File: config.mk
export PLATFORM = sky130hd
export DESIGN_NAME = ifetch_ctrl
export DESIGN_NICKNAME = d
export VERILOG_FILES = /design/src/rtl/ifetch_pkg.sv /design/src/rtl/ifetch_queue.sv /design/src/rtl/ifetch_ctrl.sv
export SDC_FILE = /design/constraint.sdc
export NUM_CORES = 1
export LEC_CHECK = 0
export CAP_MARGIN = 0
export CORE_ASPECT_RATIO = 0.8
export CORE_MARGIN = 2
export CORE_UTILIZATION = 46
export CTS_CLUSTER_SIZE = 16
export DETAILED_ROUTE_END_ITERATION = 16
export PLACE_DENSITY = 0.83
export SYNTH_ARGS = -nofsm -noshare
export SYNTH_HDL_FRONTEND = slang
export SYNTH_SLANG_ARGS = --single-unit
File: constraint.sdc
create_clock -name clk -period 3.32 [get_ports clk]
set_clock_uncertainty 0.2 [all_clocks]
set_input_delay 0.332 -clock clk [delete_from_list [all_inputs] [get_ports clk]]
set_output_delay 0.332 -clock clk [all_outputs]
set_load 0.01 [all_outputs]
File: src/rtl/ifetch_pkg.sv
// ifetch_pkg: definitions shared by the instruction fetch sequencer and its queue.
//   INSTR_W / ADDR_W : instruction and byte-address widths
//   fetch_state_e    : sequencer states (IDLE, FETCH, END, FAULT)
//   fetch_entry_t    : one queued fetch, {pc, instr}
//   WORD_ALIGN       : low address bits required for a word-aligned target
package ifetch_pkg;

    localparam int INSTR_W = 32;
    localparam int ADDR_W  = 32;

    localparam logic [1:0] WORD_ALIGN = 2'b00;

    typedef enum logic [1:0] {
        ST_IDLE  = 2'd0,
        ST_FETCH = 2'd1,
        ST_END   = 2'd2,
        ST_FAULT = 2'd3
    } fetch_state_e;

    typedef struct packed {
        logic [ADDR_W-1:0]  pc;
        logic [INSTR_W-1:0] instr;
    } fetch_entry_t;

    function automatic logic is_word_aligned(input logic [ADDR_W-1:0] addr);
        return addr[1:0] == WORD_ALIGN;
    endfunction

endpackage

File: src/rtl/ifetch_queue.sv
// ifetch_queue: 2-entry FIFO of fetched {pc, instr} words.
//   clk, reset_i : clock and synchronous active-high reset
//   push_i       : enqueue entry_i (accepted when not full, or full with a pop)
//   pop_i        : drop the head (ignored when empty)
//   flush_i      : empty the queue; wins over push and pop
//   entry_i      : entry to enqueue
//   head_o       : head entry; holds its last value while the queue is empty
//   valid_o      : queue non-empty
//   full_o       : queue holds DEPTH entries
module ifetch_queue
    import ifetch_pkg::*;
#(
    parameter int DEPTH = 2
) (
    input  logic         clk,
    input  logic         reset_i,
    input  logic         push_i,
    input  logic         pop_i,
    input  logic         flush_i,
    input  fetch_entry_t entry_i,
    output fetch_entry_t head_o,
    output logic         valid_o,
    output logic         full_o
);

    localparam logic [1:0] CNT_FULL = 2'(DEPTH);

    // Slot 0 is always the head; slot 1 is the entry behind it.
    fetch_entry_t slot_q [DEPTH];
    fetch_entry_t slot_d [DEPTH];
    logic [1:0]   count_q, count_d;
    logic         pop_ok, push_ok;

    always_comb begin
        slot_d  = slot_q;
        count_d = count_q;
        pop_ok  = pop_i && (count_q != 2'd0);
        push_ok = push_i && ((count_q != CNT_FULL) || pop_ok);

        if (flush_i) begin
            // Data is left in place so the outputs keep their last value.
            count_d = 2'd0;
        end else begin
            case ({push_ok, pop_ok})
                2'b11: begin
                    if (count_q == CNT_FULL) begin
                        slot_d[0] = slot_q[1];
                        slot_d[1] = entry_i;
                    end else begin
                        slot_d[0] = entry_i;
                    end
                end
                2'b10: begin
                    if (count_q == 2'd0) slot_d[0] = entry_i;
                    else                 slot_d[1] = entry_i;
                    count_d = count_q + 2'd1;
                end
                2'b01: begin
                    // Popping the last entry leaves slot 0 untouched (hold).
                    if (count_q == CNT_FULL) slot_d[0] = slot_q[1];
                    count_d = count_q - 2'd1;
                end
                default: ;
            endcase
        end
    end

    always_ff @(posedge clk) begin
        if (reset_i) begin
            count_q <= 2'd0;
            for (int i = 0; i < DEPTH; i++) slot_q[i] <= '0;
        end else begin
            count_q <= count_d;
            for (int i = 0; i < DEPTH; i++) slot_q[i] <= slot_d[i];
        end
    end

    assign head_o  = slot_q[0];
    assign valid_o = (count_q != 2'd0);
    assign full_o  = (count_q == CNT_FULL);

endmodule

File: src/rtl/ifetch_ctrl.sv
// ifetch_ctrl: fetch sequencer for a byte-addressed, big-endian instruction memory.
//   clk, reset          : clock and synchronous active-high reset
//   run                 : fetch enable
//   iaddr / instruction : address to imemory (the PC) and the word it returns
//   inst_out, inst_pc   : head of the fetch queue and its byte address
//   inst_valid / ready  : handshake to decode; pop when both are high
//   redirect, redirect_pc : taken branch/jump pulse and its target
//   halted              : program exhausted, no more fetches
//   fault, fault_pc     : sticky bad-redirect flag and the offending target
//   fetch_count         : words pushed since reset (wraps)
module ifetch_ctrl
    import ifetch_pkg::*;
#(
    parameter logic [ADDR_W-1:0] RESET_PC   = 32'h0000_0000,
    parameter int unsigned       IMEM_BYTES = 40,
    parameter int                Q_DEPTH    = 2
) (
    input  logic               clk,
    input  logic               reset,
    input  logic               run,
    output logic [ADDR_W-1:0]  iaddr,
    input  logic [INSTR_W-1:0] instruction,
    output logic [INSTR_W-1:0] inst_out,
    output logic [ADDR_W-1:0]  inst_pc,
    output logic               inst_valid,
    input  logic               inst_ready,
    input  logic               redirect,
    input  logic [ADDR_W-1:0]  redirect_pc,
    output logic               halted,
    output logic               fault,
    output logic [ADDR_W-1:0]  fault_pc,
    output logic [31:0]        fetch_count
);

    // One extra bit so pc+4 and the limit compare without wrap-around.
    localparam logic [ADDR_W:0] IMEM_LIMIT = (ADDR_W + 1)'(IMEM_BYTES);

    fetch_state_e      state_q;
    logic [ADDR_W-1:0] pc_q;
    logic              halted_q;
    logic              fault_q;
    logic [ADDR_W-1:0] fault_pc_q;
    logic [31:0]       fetch_count_q;

    logic              q_valid, q_full;
    fetch_entry_t      q_head, q_entry;
    logic              pop, push, take_redirect, redirect_ok;
    logic [ADDR_W:0]   pc_plus4_wide;

    always_comb begin
        pop           = q_valid && inst_ready;
        take_redirect = redirect && (state_q != ST_FAULT);
        redirect_ok   = is_word_aligned(redirect_pc) && ({1'b0, redirect_pc} < IMEM_LIMIT);
        // A redirect cycle never pushes: the word at the old pc is discarded.
        push          = (state_q == ST_FETCH) && run && !take_redirect && (!q_full || pop);
        pc_plus4_wide = {1'b0, pc_q} + (ADDR_W + 1)'(4);
        q_entry.pc    = pc_q;
        q_entry.instr = instruction;
    end

    ifetch_queue #(
        .DEPTH (Q_DEPTH)
    ) u_queue (
        .clk     (clk),
        .reset_i (reset),
        .push_i  (push),
        .pop_i   (pop),
        .flush_i (take_redirect),
        .entry_i (q_entry),
        .head_o  (q_head),
        .valid_o (q_valid),
        .full_o  (q_full)
    );

    always_ff @(posedge clk) begin
        if (reset) begin
            state_q       <= ST_IDLE;
            pc_q          <= RESET_PC;
            halted_q      <= 1'b0;
            fault_q       <= 1'b0;
            fault_pc_q    <= '0;
            fetch_count_q <= '0;
        end else begin
            if (push) fetch_count_q <= fetch_count_q + 32'd1;

            if (take_redirect) begin
                if (redirect_ok) begin
                    pc_q     <= redirect_pc;
                    halted_q <= 1'b0;
                    // A redirect while idle only moves the pc.
                    if (state_q != ST_IDLE) state_q <= run ? ST_FETCH : ST_IDLE;
                end else begin
                    // pc is frozen at its current value once faulted.
                    state_q    <= ST_FAULT;
                    fault_q    <= 1'b1;
                    fault_pc_q <= redirect_pc;
                    halted_q   <= 1'b0;
                end
            end else begin
                case (state_q)
                    ST_IDLE: begin
                        if (run) state_q <= ST_FETCH;
                    end
                    ST_FETCH: begin
                        if (!run) begin
                            state_q <= ST_IDLE;
                        end else if (push) begin
                            pc_q <= pc_plus4_wide[ADDR_W-1:0];
                            // The last word below the limit was just queued.
                            if (pc_plus4_wide >= IMEM_LIMIT) begin
                                state_q  <= ST_END;
                                halted_q <= 1'b1;
                            end
                        end
                    end
                    ST_END:   ;
                    ST_FAULT: ;
                    default:  state_q <= ST_IDLE;
                endcase
            end
        end
    end

    assign iaddr       = pc_q;
    assign inst_out    = q_head.instr;
    assign inst_pc     = q_head.pc;
    assign inst_valid  = q_valid;
    assign halted      = halted_q;
    assign fault       = fault_q;
    assign fault_pc    = fault_pc_q;
    assign fetch_count = fetch_count_q;

endmodule

# After elaboration in Yosys (flattened, before gate mapping)

Index checks and enable logic that the tools add are counted.

$lt $le $gt $ge: 2
Eq/ne operators: 16
Reductions and logical operators: 31
Bitwise logic cells: 2
$add $sub $neg: 4
Mux-type cells: 22

Operator list:

| kind                  | count |
|---|---|
| $mux 64               | 5 |
| $pmux 64 s3           | 1 |
| $mux 32               | 5 |
| $pmux 64 s2           | 1 |
| $add 32x3->33 const B | 1 |
| $ge 33x6->1 const B   | 1 |
| $add 32x1->32 const B | 1 |
| $lt 32x6->1 const B   | 1 |
| $reduce_and 4->1      | 4 |
| $mux 2                | 7 |
| $reduce_bool 2->1     | 7 |
| $ne 2x2->1 const B    | 5 |
| $logic_and 1x1->1     | 8 |
| $ne 4x3->1 const B    | 2 |
| $pmux 2 s2            | 2 |
| $eq 2x2->1 const B    | 3 |
| $logic_not 2->1       | 3 |
| $reduce_bool 3->1     | 2 |
| $reduce_and 5->1      | 1 |
| $eq 2x1->1 const B    | 2 |
| $ne 2x1->1 const B    | 2 |
| $ne 3x2->1 const B    | 1 |
| $ne 3x3->1 const B    | 1 |
| $add 2x1->2 const B   | 1 |
| 7 further kinds       | 10 |

Flip-flop bits (word level): 230
Output and inout bits: 163

# Logic depth before layout (Yosys ltp)

Depth after elaboration: 9
Depth in mapped cells: 16
Mapped depth without buffers: 11

# Hierarchy

Synthesis repeated with hierarchy kept, for this count alone.

Cells, all modules: 1,377
Area total of the unflattened synthesis: 12,160.4 µm²

By module, submodules not included:

| module       | seq. area each (µm²) | area each (µm²) | times used | cells each |
|---|---|---|---|---|
| ifetch_queue | 2,602.5              | 7,230.7         | 1          | 754 |
| ifetch_ctrl  | 2,001.9              | 4,929.7         | 1          | 623 |

# Least setup slack after synthesis

No wires, ideal clock.

Kind: input to register
From: in redirect
To: reg u_queue.head_o[44] (netlist name)
Arrival: 2.930 ns
Stages on the path: 15
Path slack: 0.063 ns
Cells stage by stage: nand4bb_4 or2_1 buf_2 inv_1 buf_1 ha_1 nand3b_1 o21ai_0 and2_1 o21bai_1 clkbuf_1 clkbuf_1 a311oi_1 a21oi_1 nor2_1

Cells in the longest elaborated chain, start to end: 8
Elaborated cells on any way between the ends: 14

Ends and longest elaborated chain:

| what                                               | line               | RTL |
|---|---|---|
| from (decl)                                        | ifetch_ctrl.sv:27  | `input logic redirect,` |
| $logic_and 1x1->1 (*)                              | ifetch_ctrl.sv:52  | `take_redirect = redirect && (state_q != ST_FAULT);` |
| $logic_not 1->1                                    | ifetch_ctrl.sv:55  | `push = (state_q == ST_FETCH) && run && !take_redirect && (!q_full \|\| pop);` |
| $logic_and 1x1->1 (2 in a row)                     | ifetch_ctrl.sv:55  |  |
| $logic_and 1x1->1                                  | ifetch_queue.sv:38 | `push_ok = push_i && ((count_q != CNT_FULL) \|\| pop_ok);` |
| $eq 2x2->1 or $eq 2x1->1 (tied branches)           | ifetch_queue.sv:44 | `case ({push_ok, pop_ok})` |
| $ne 2x1->1 (no line), or another cell as far along | n/a                |  |
| $reduce_and 4->1 (no line)                         | n/a                |  |

Every way passes the cells marked *; elsewhere a longest branch is shown, timed or not.
A chain may end at the register's enable or synchronous reset.

# Worst setup path after layout

From: reg pc_q[2], in the netlist iaddr[2]
To: reg state_q[1]

Cells in the longest elaborated chain, start to end: 4

Ends and longest elaborated chain:

| what                       | line               | RTL |
|---|---|---|
| from (decl)                | ifetch_ctrl.sv:39  | `logic [ADDR_W-1:0] pc_q;` |
| from (signal assigned)     | ifetch_ctrl.sv:88  | `pc_q <= redirect_pc;` |
| from (signal assigned)     | ifetch_ctrl.sv:108 | `pc_q <= pc_plus4_wide[ADDR_W-1:0];` |
| $add 32x3->33              | ifetch_ctrl.sv:56  | `pc_plus4_wide = {1'b0, pc_q} + (ADDR_W + 1)'(4);` |
| $ge 33x6->1                | ifetch_ctrl.sv:110 | `if (pc_plus4_wide >= IMEM_LIMIT) begin` |
| $ne 4x3->1 (no line)       | n/a                |  |
| $reduce_and 5->1 (no line) | n/a                |  |
| to (signal assigned)       | ifetch_ctrl.sv:91  | `if (state_q != ST_IDLE) state_q <= run ? ST_FETCH : ST_IDLE;` |
| to (decl)                  | ifetch_ctrl.sv:38  | `fetch_state_e state_q;` |

Every way passes these cells.

==> metrics.md <==
| Metric | Value |
|---|---|
| Vias/cell | `5.62` |
| Fmax | `339 MHz` |
| Largest cells by area after synthesis | `dfxtp_1, nand2_1, nor2_1` |
| Layout cells sized above 1 | `7.26%` |
| Worst path bufs/invs | `0` |
| Area share of the largest cell type after synthesis | `42.7%` |
| Total Wirelength | `30400 microns` |
| Nets | `1531` |
| Fin worst setup slack | `0.371 ns` |
| CP max-delay cell | `or3_1` |
| Total internal power | `0.00489 W` |
| Final Max Tran Viols | `0` |
| Cells after synthesis | `1335` |
| Drt initial violations | `961` |
| Crit path kind | `reg2reg` |
| Clk pwr share | `46.6%` |
| Final setup violation count | `0` |
| Cts hold-fix bufs | `1` |
| Hold Fails Final Rpt | `0` |
| GRT Util Overall | `23.7%` |
| Post-synthesis xor/xnor area fraction | `4.38%` |
| # port buffers | `231` |
| IR drop worst, VDD | `0.301 mV` |
| Lkg Pwr | `4.84 nW` |
| Grt total ovfl | `0` |
| GPL Wtd Cong | `0.885` |
| Seq/Total Area, Yosys | `42.7%` |
| Synth Area in Compound Gates | `15.8%` |
| Die H | `141 microns` |
| # DRC | `0` |
| CP max FO | `9` |
| Crit path capture type | `register` |
| Core area | `0.0232 sq mm` |
| Post-synthesis mux area share | `3.18%` |
| Yosys top cell by area | `dfxtp_1` |
| Ant diodes | `0` |
| Count of warnings emitted by yosys | `0` |
| Worst Hold Class | `in2reg` |
| Placed wire-length estimate | `20100 microns` |
| Root Buffer | `clkbuf_16` |
| Net Switching | `0.00138 W` |
| Synthesized area per cell | `8.08 sq um` |
| Mapped Area | `0.0108 sq mm` |
| Critical Path, Cell by Cell | `ha_1, nand4_4, or3_1, o31a_1, a211oi_2, o2111ai_1, nor3_2, o22ai_1` |
| Yosys reg bits | `230` |
| RSZ-0062 raised after global routing | `false` |
| Type of element launching the critical path | `register` |
| Critical Path RT | `3.51 ns` |
| Post-synth EDFFs | `0` |
| Part of the power in combinational logic | `8.0%` |
| Total number of vias | `10037` |
| # clock sinks | `230` |
| Outcome | `finished clean` |
| Largest family of logic cells by synthesized area | `simple AND/OR/NAND/NOR gates` |
| Die ar. | `0.0247 sq mm` |
| Switching Share | `22.0%` |
| Vias in the first global route | `9478` |
| Most common flop cell mapped by yosys | `dfxtp_1` |
| CTS Buf Count | `24` |
| Std cell rows | `50` |
| Critical Path AT | `3.14 ns` |
| CTS tree | `yes` |
| Clk slew on worst S/H paths | `0.06 ns` |
| Post-Synth Simple-Gate Area | `23.9%` |
| PostCTS Resize Cnt | `0` |
| Hold Slack | `0.203 ns` |
| Period utilization | `88.8%` |
| Area Overhead vs Synth | `28.9%` |
| Power per Cell Area | `451 mW/mm^2` |
| Syn nets | `1410` |
| Initial core utilization | `46.5%` |
| Setup TNS Final | `0 ns` |
| Synth cell types | `57` |
| Max transition margin | `22.3%` |
| Largest stage delay, worst path | `0.57 ns` |
| Fraction of registers with async set/reset | `0%` |
| Post-Synth Adder-Cell Area | `0.696%` |
| Num ports | `232` |
| Worst-Skew Late Latency | `0.52 ns` |
| H-tree Lvls | `1` |
| Tmin final | `2.95 ns` |
| First-pass GRT wire length | `48600 microns` |
| Drt pass-1 iters | `6` |
| Die W | `175 microns` |
| Total setup buffers inserted after CTS | `0` |
| Max Cap Viol | `0` |
| Delay-heaviest family, CP | `simple AND/OR/NAND/NOR gates` |
| Dpl ws | `0.0961 ns` |
| Max clock buf depth | `3` |
| Seq pwr share | `45.4%` |
| DRT antenna net count | `0` |
| Initial antenna violation count | `0` |
| Reg2Reg Setup Slack | `0.37 ns` |
| Wire per inst | `17.0 microns` |
| Pin count of the biggest net entering global routing | `84` |
| Worst Tran Pin Value | `1.17 ns` |
placed cells by master (no fill, tap or decap), types with 22 or more instances in the layout:
cell type / netlist / layout
xnor2_1: 23 / 23
nand3_1: 25 / 25
a311oi_1: 22 / 22
clkbuf_16: 0 / 25
mux2i_1: 32 / 32
a21oi_1: 110 / 109
dfxtp_1: 230 / 230
a221oi_1: 64 / 64
buf_4: 66 / 33
clkdlybuf4s50_1: 0 / 230
nor3_1: 57 / 57
xor2_1: 31 / 31
nor2_1: 180 / 179
nand2_1: 205 / 205
kinds of logic after synthesis:
logic type	count (synthesis)
AOI/OAI and AO/OA	254
adders and majority gates	6
DFF	230
xor gates and xnor gates	54
and+or+nand+nor	563
buffers and inverters	194
muxes	34
layer usage:
layer,wire (microns),GRT usage (%),share of wire [%],vias to the layer above
met5,0,0,0,-
met4,999,8.60,3.3,0
met3,2080,3.96,6.8,74
met2,14200,38.3,47,392
met1,13100,31.9,43,4736
li1,-,-,-,4835
cells in the mapped netlist, types with 3 or more instances:
cell type and n:
a31oi_1 10, and2_1 6, a21oi_1 110, nor2b_1 4
clkbuf_1 95, nor2_1 180, nand3_1 25, nor4_1 15
nand2_1 205, inv_1 14, and4_1 6, ha_1 6
xnor2_1 23, o221a_2 4, nand4b_1 3, a211oi_1 8
nor3_1 57, buf_4 66, buf_2 14, or3_1 10
a311oi_1 22, mux2i_1 32, o21ai_0 16, nand4_1 18
dfxtp_1 230, o22ai_1 3, a221oi_1 64, nor3_2 4
a22oi_1 3, and3_1 16, xor2_1 31
path summary, 6_finish.rpt:
check / startpoint / endpoint / depth (start not counted)
min: instruction[1] / u_queue.slot_q[1]$_SDFFE_PP0P_ / 3
max reg2reg: iaddr[2]$_SDFFE_PP0P_ / state_q[1]$_SDFFE_PP0P_ / 8
max: iaddr[2]$_SDFFE_PP0P_ / state_q[1]$_SDFFE_PP0P_ / 8
min reg2reg: halted$_SDFFE_PP0P_ / halted$_SDFFE_PP0P_ / 2
area by class of cell:
type                            count  area [sq um]
Sequential cell                   230          4600
Clock inverter                     12           188
Fill cell                        1919          9310
Multi-Input combinational cell    911          5230
Clock buffer                       32           682
Tap cell                          312           390
Inverter                           15          56.3
Timing Repair Buffer              274          2750
power groups by stage:
stage	sequential [W]	clock, W	combinational [W]
6_report	0.00284	0.00292	0.000502
3_5_place_dp	0.00290	0	0.000494
2_1_floorplan	0.00291	0	0.000238
3_3_place_gp	0.00290	0	0.000487
5_1_grt	0.00285	0.00308	0.000537
4_1_cts	0.00284	0.00297	0.000501
metrics by stage:
stage	util, %	total power [W]	instance area (sq um)	std cells
global placement	56.1	0.00339	13000	1741
global route	59.9	0.00646	13900	1786
CTS	59.9	0.00631	13900	1786
detailed placement	56.1	0.00340	13000	1741
floorplan	-	0.00315	10800	1335
finish	59.9	0.00627	13900	1786
worst reg2reg max path, stage by stage (launching register included):
cell	delay, ns
dfxtp_1	0.34
ha_1	0.37
nand4_4	0.20
or3_1	0.57
o31a_1	0.34
a211oi_2	0.21
o2111ai_1	0.16
nor3_2	0.29
o22ai_1	0.14
registers in the layout (all words and copies together), names as in the netlist:
register	cells
fault	1
fault_pc	32
fetch_count	32
halted	1
iaddr	32
state_q	2
u_queue.count_q	2
u_queue.head_o	64
u_queue.slot_q	64
Power figures use the tool's default switching activity.
==> RTL edit: new RTL, same flow settings <==
Put one more register stage on the output `fault_pc`, cleared by the reset. The value now appears one clock later. The other outputs are not delayed to match.
--- a/src/rtl/ifetch_ctrl.sv
+++ b/src/rtl/ifetch_ctrl.sv
@@ -127,7 +127,13 @@
     assign inst_valid  = q_valid;
     assign halted      = halted_q;
     assign fault       = fault_q;
-    assign fault_pc    = fault_pc_q;
+    always_ff @(posedge clk) begin
+        if (reset) begin
+            fault_pc <= '0;
+        end else begin
+            fault_pc <= fault_pc_q;
+        end
+    end
     assign fetch_count = fetch_count_q;
 
 endmodule
Formal check against the unedited RTL: not equivalent (a bounded check fails within 4 cycles, from zero or initial values and one cycle with reset high).
==> RTL edit against the original RTL <==
Area after synthesis increased by 12%; cell area increased by 9.9%; utilization about the same; routed wire length increased by 13%; sequential cell count increased by 32; worst setup slack got worse by 200 ps; synthesized cell count increased by 13%; total power increased by 9.4%; fmax decreased by 6.3%.
==> RTL edit: results (changes against the original RTL) <==
[placed_design]
place_inst=1939  ; +11%
dp_hpwl_um=22300  ; +11%
gp_congestion=0.884  ; -0.15%
placed_cell_area_mm2=0.0143  ; +10%
dpl_worst_slack_ps=-128  ; -224 ps

[grt]
grt_util_met3=0.0417  ; +0.00210
grt_max_degree=88  ; +4.8%
grt_pass1_vias=10600  ; +12%
grt_pass1_wl_um=54600  ; +12%
grt_util_met2=0.400  ; +0.0173
grt_util_all_layers=0.241  ; +0.00434
met1_usage=0.325  ; +0.00602

[synthesis]
yosysSeqAreaShare=0.435  ; +0.00795
synthTopCellsByArea=dfxtp_1 43%, nand2_1 8.0%, a21oi_1 6.5%
avgSynthCellArea_um2=8.03  ; -0.67%
synth_commonest_cells=262 x dfxtp_1, 258 x nand2_1, 166 x nor2_1
yosys.cell_types.count=59  ; +3.5%
async_flop_share=0  ; unchanged
syn-num-nets=1578  ; +12%

[clocking]
numCtsBuffers=28  ; +17%

[finish]
drive_above_1_share=0.0757  ; +0.00311
layout.nets=1693  ; +11%

[hold_path]
holdCritStartpoint=reset
hold_depth=2  ; -1
hold-path-endpoint=fault_pc_q[11]

[pwr]
intPower_mw=5.25  ; +7.2%
leakage_nw=5.36  ; +11%
vdd_drop_max_mv=0.457  ; +52%

[worst_setup_path]
arrival_ps=3380  ; +240 ps
r2r_slack_ps=170  ; -200 ps
worstPathMaxFanout=5  ; -4
r2r_end=halted

[timing]
whs_ps=40.6  ; -162 ps
worstMarginPinSlew_ps=1220  ; +56.9 ps

[route]
viasPerCell=5.72  ; +1.8%
totalWireLength_um=34400  ; +13%
initialDrtViolationCount=1055  ; +9.8%
post_drt_wl_per_cell_um=17.3  ; +1.7%
firstDrtPassIters=8  ; +2

[outcome]
status=finished, final reports clean

[RTL edit: cell types whose count changed after synthesis, moves of 7 or more]
cell | unedited run | this run
a21oi_1 | 110 | 156
a311oi_1 | 22 | 48
clkbuf_1 | 95 | 118
dfxtp_1 | 230 | 262
nand2_1 | 205 | 258
nor2_1 | 180 | 166
nor2b_1 | 4 | 35
nor3_1 | 57 | 35
o21ai_1 | 2 | 10
or3_1 | 10 | 17
xnor2_1 | 23 | 13
[RTL edit: layout make-up]
class / instances / area (µm²)
clock inverter: 11 / 110
timing repair buffer: 284 / 2790
sequential: 262 / 5250
fill: 2209 / 10200
multi-input combinational: 1026 / 5820
tap: 351 / 439
clock buffer: 39 / 812
inverter: 16 / 60.1
[RTL edit: routing by layer]
metal  part of all wire  wire length [µm]
met1               0.43             14800
met2               0.47             16100
met3              0.084              2890
met4              0.019               671
met5                  0                 0
[RTL edit: through the flow]
step                      power [mW]   util
after floorplan                 3.59      -
after global placement          3.82  0.562
after detailed placement        3.83  0.562
after CTS                       6.90  0.598
after global routing            7.08  0.599
final                           6.86  0.599
[RTL edit: worst max-delay path: stages, from the launching register on]
cell      delay [ps]
dfxtp_1          380
ha_1             200
and3_1           210
and3_2           300
nand3b_4         110
a2111o_1         410
or4_1            470
or4_4            470
o31a_1           290
[RTL edit: kinds of logic (layout without fill, tap and decap cells)]
logic type	Yosys count	in the layout	synth area share
AO/OA/AOI/OAI	340	340	0.187
flip-flops	262	262	0.435
XOR/XNOR	44	44	0.0319
adder cells (fa/ha/maj)	6	6	0.00622
AND/OR/NAND/NOR	609	609	0.227
buffers and inverters	215	350	0.0898
multiplexers	27	27	0.0225
[RTL edit: worst max path at each step]
stage                           from                 end  slack (ps)  cells past startpoint
after floorplan           state_q[1]   u_queue.head_o[6]          10                     15
after global placement           run  u_queue.head_o[17]          60                      9
after detailed placement         run  u_queue.head_o[15]        -130                      9
after CTS                   iaddr[2]              halted         100                      8
after global routing        iaddr[2]          state_q[1]          30                      8
final                       iaddr[2]              halted         170                      8
[RTL edit: power groups by stage]
stage | registers [mW] | clock network [mW] | logic, mW
after floorplan | 3.31 | 0 | 0.280
after global placement | 3.31 | 0 | 0.509
after detailed placement | 3.31 | 0 | 0.519
after CTS | 3.24 | 3.13 | 0.523
after global routing | 3.25 | 3.27 | 0.568
final | 3.24 | 3.09 | 0.526
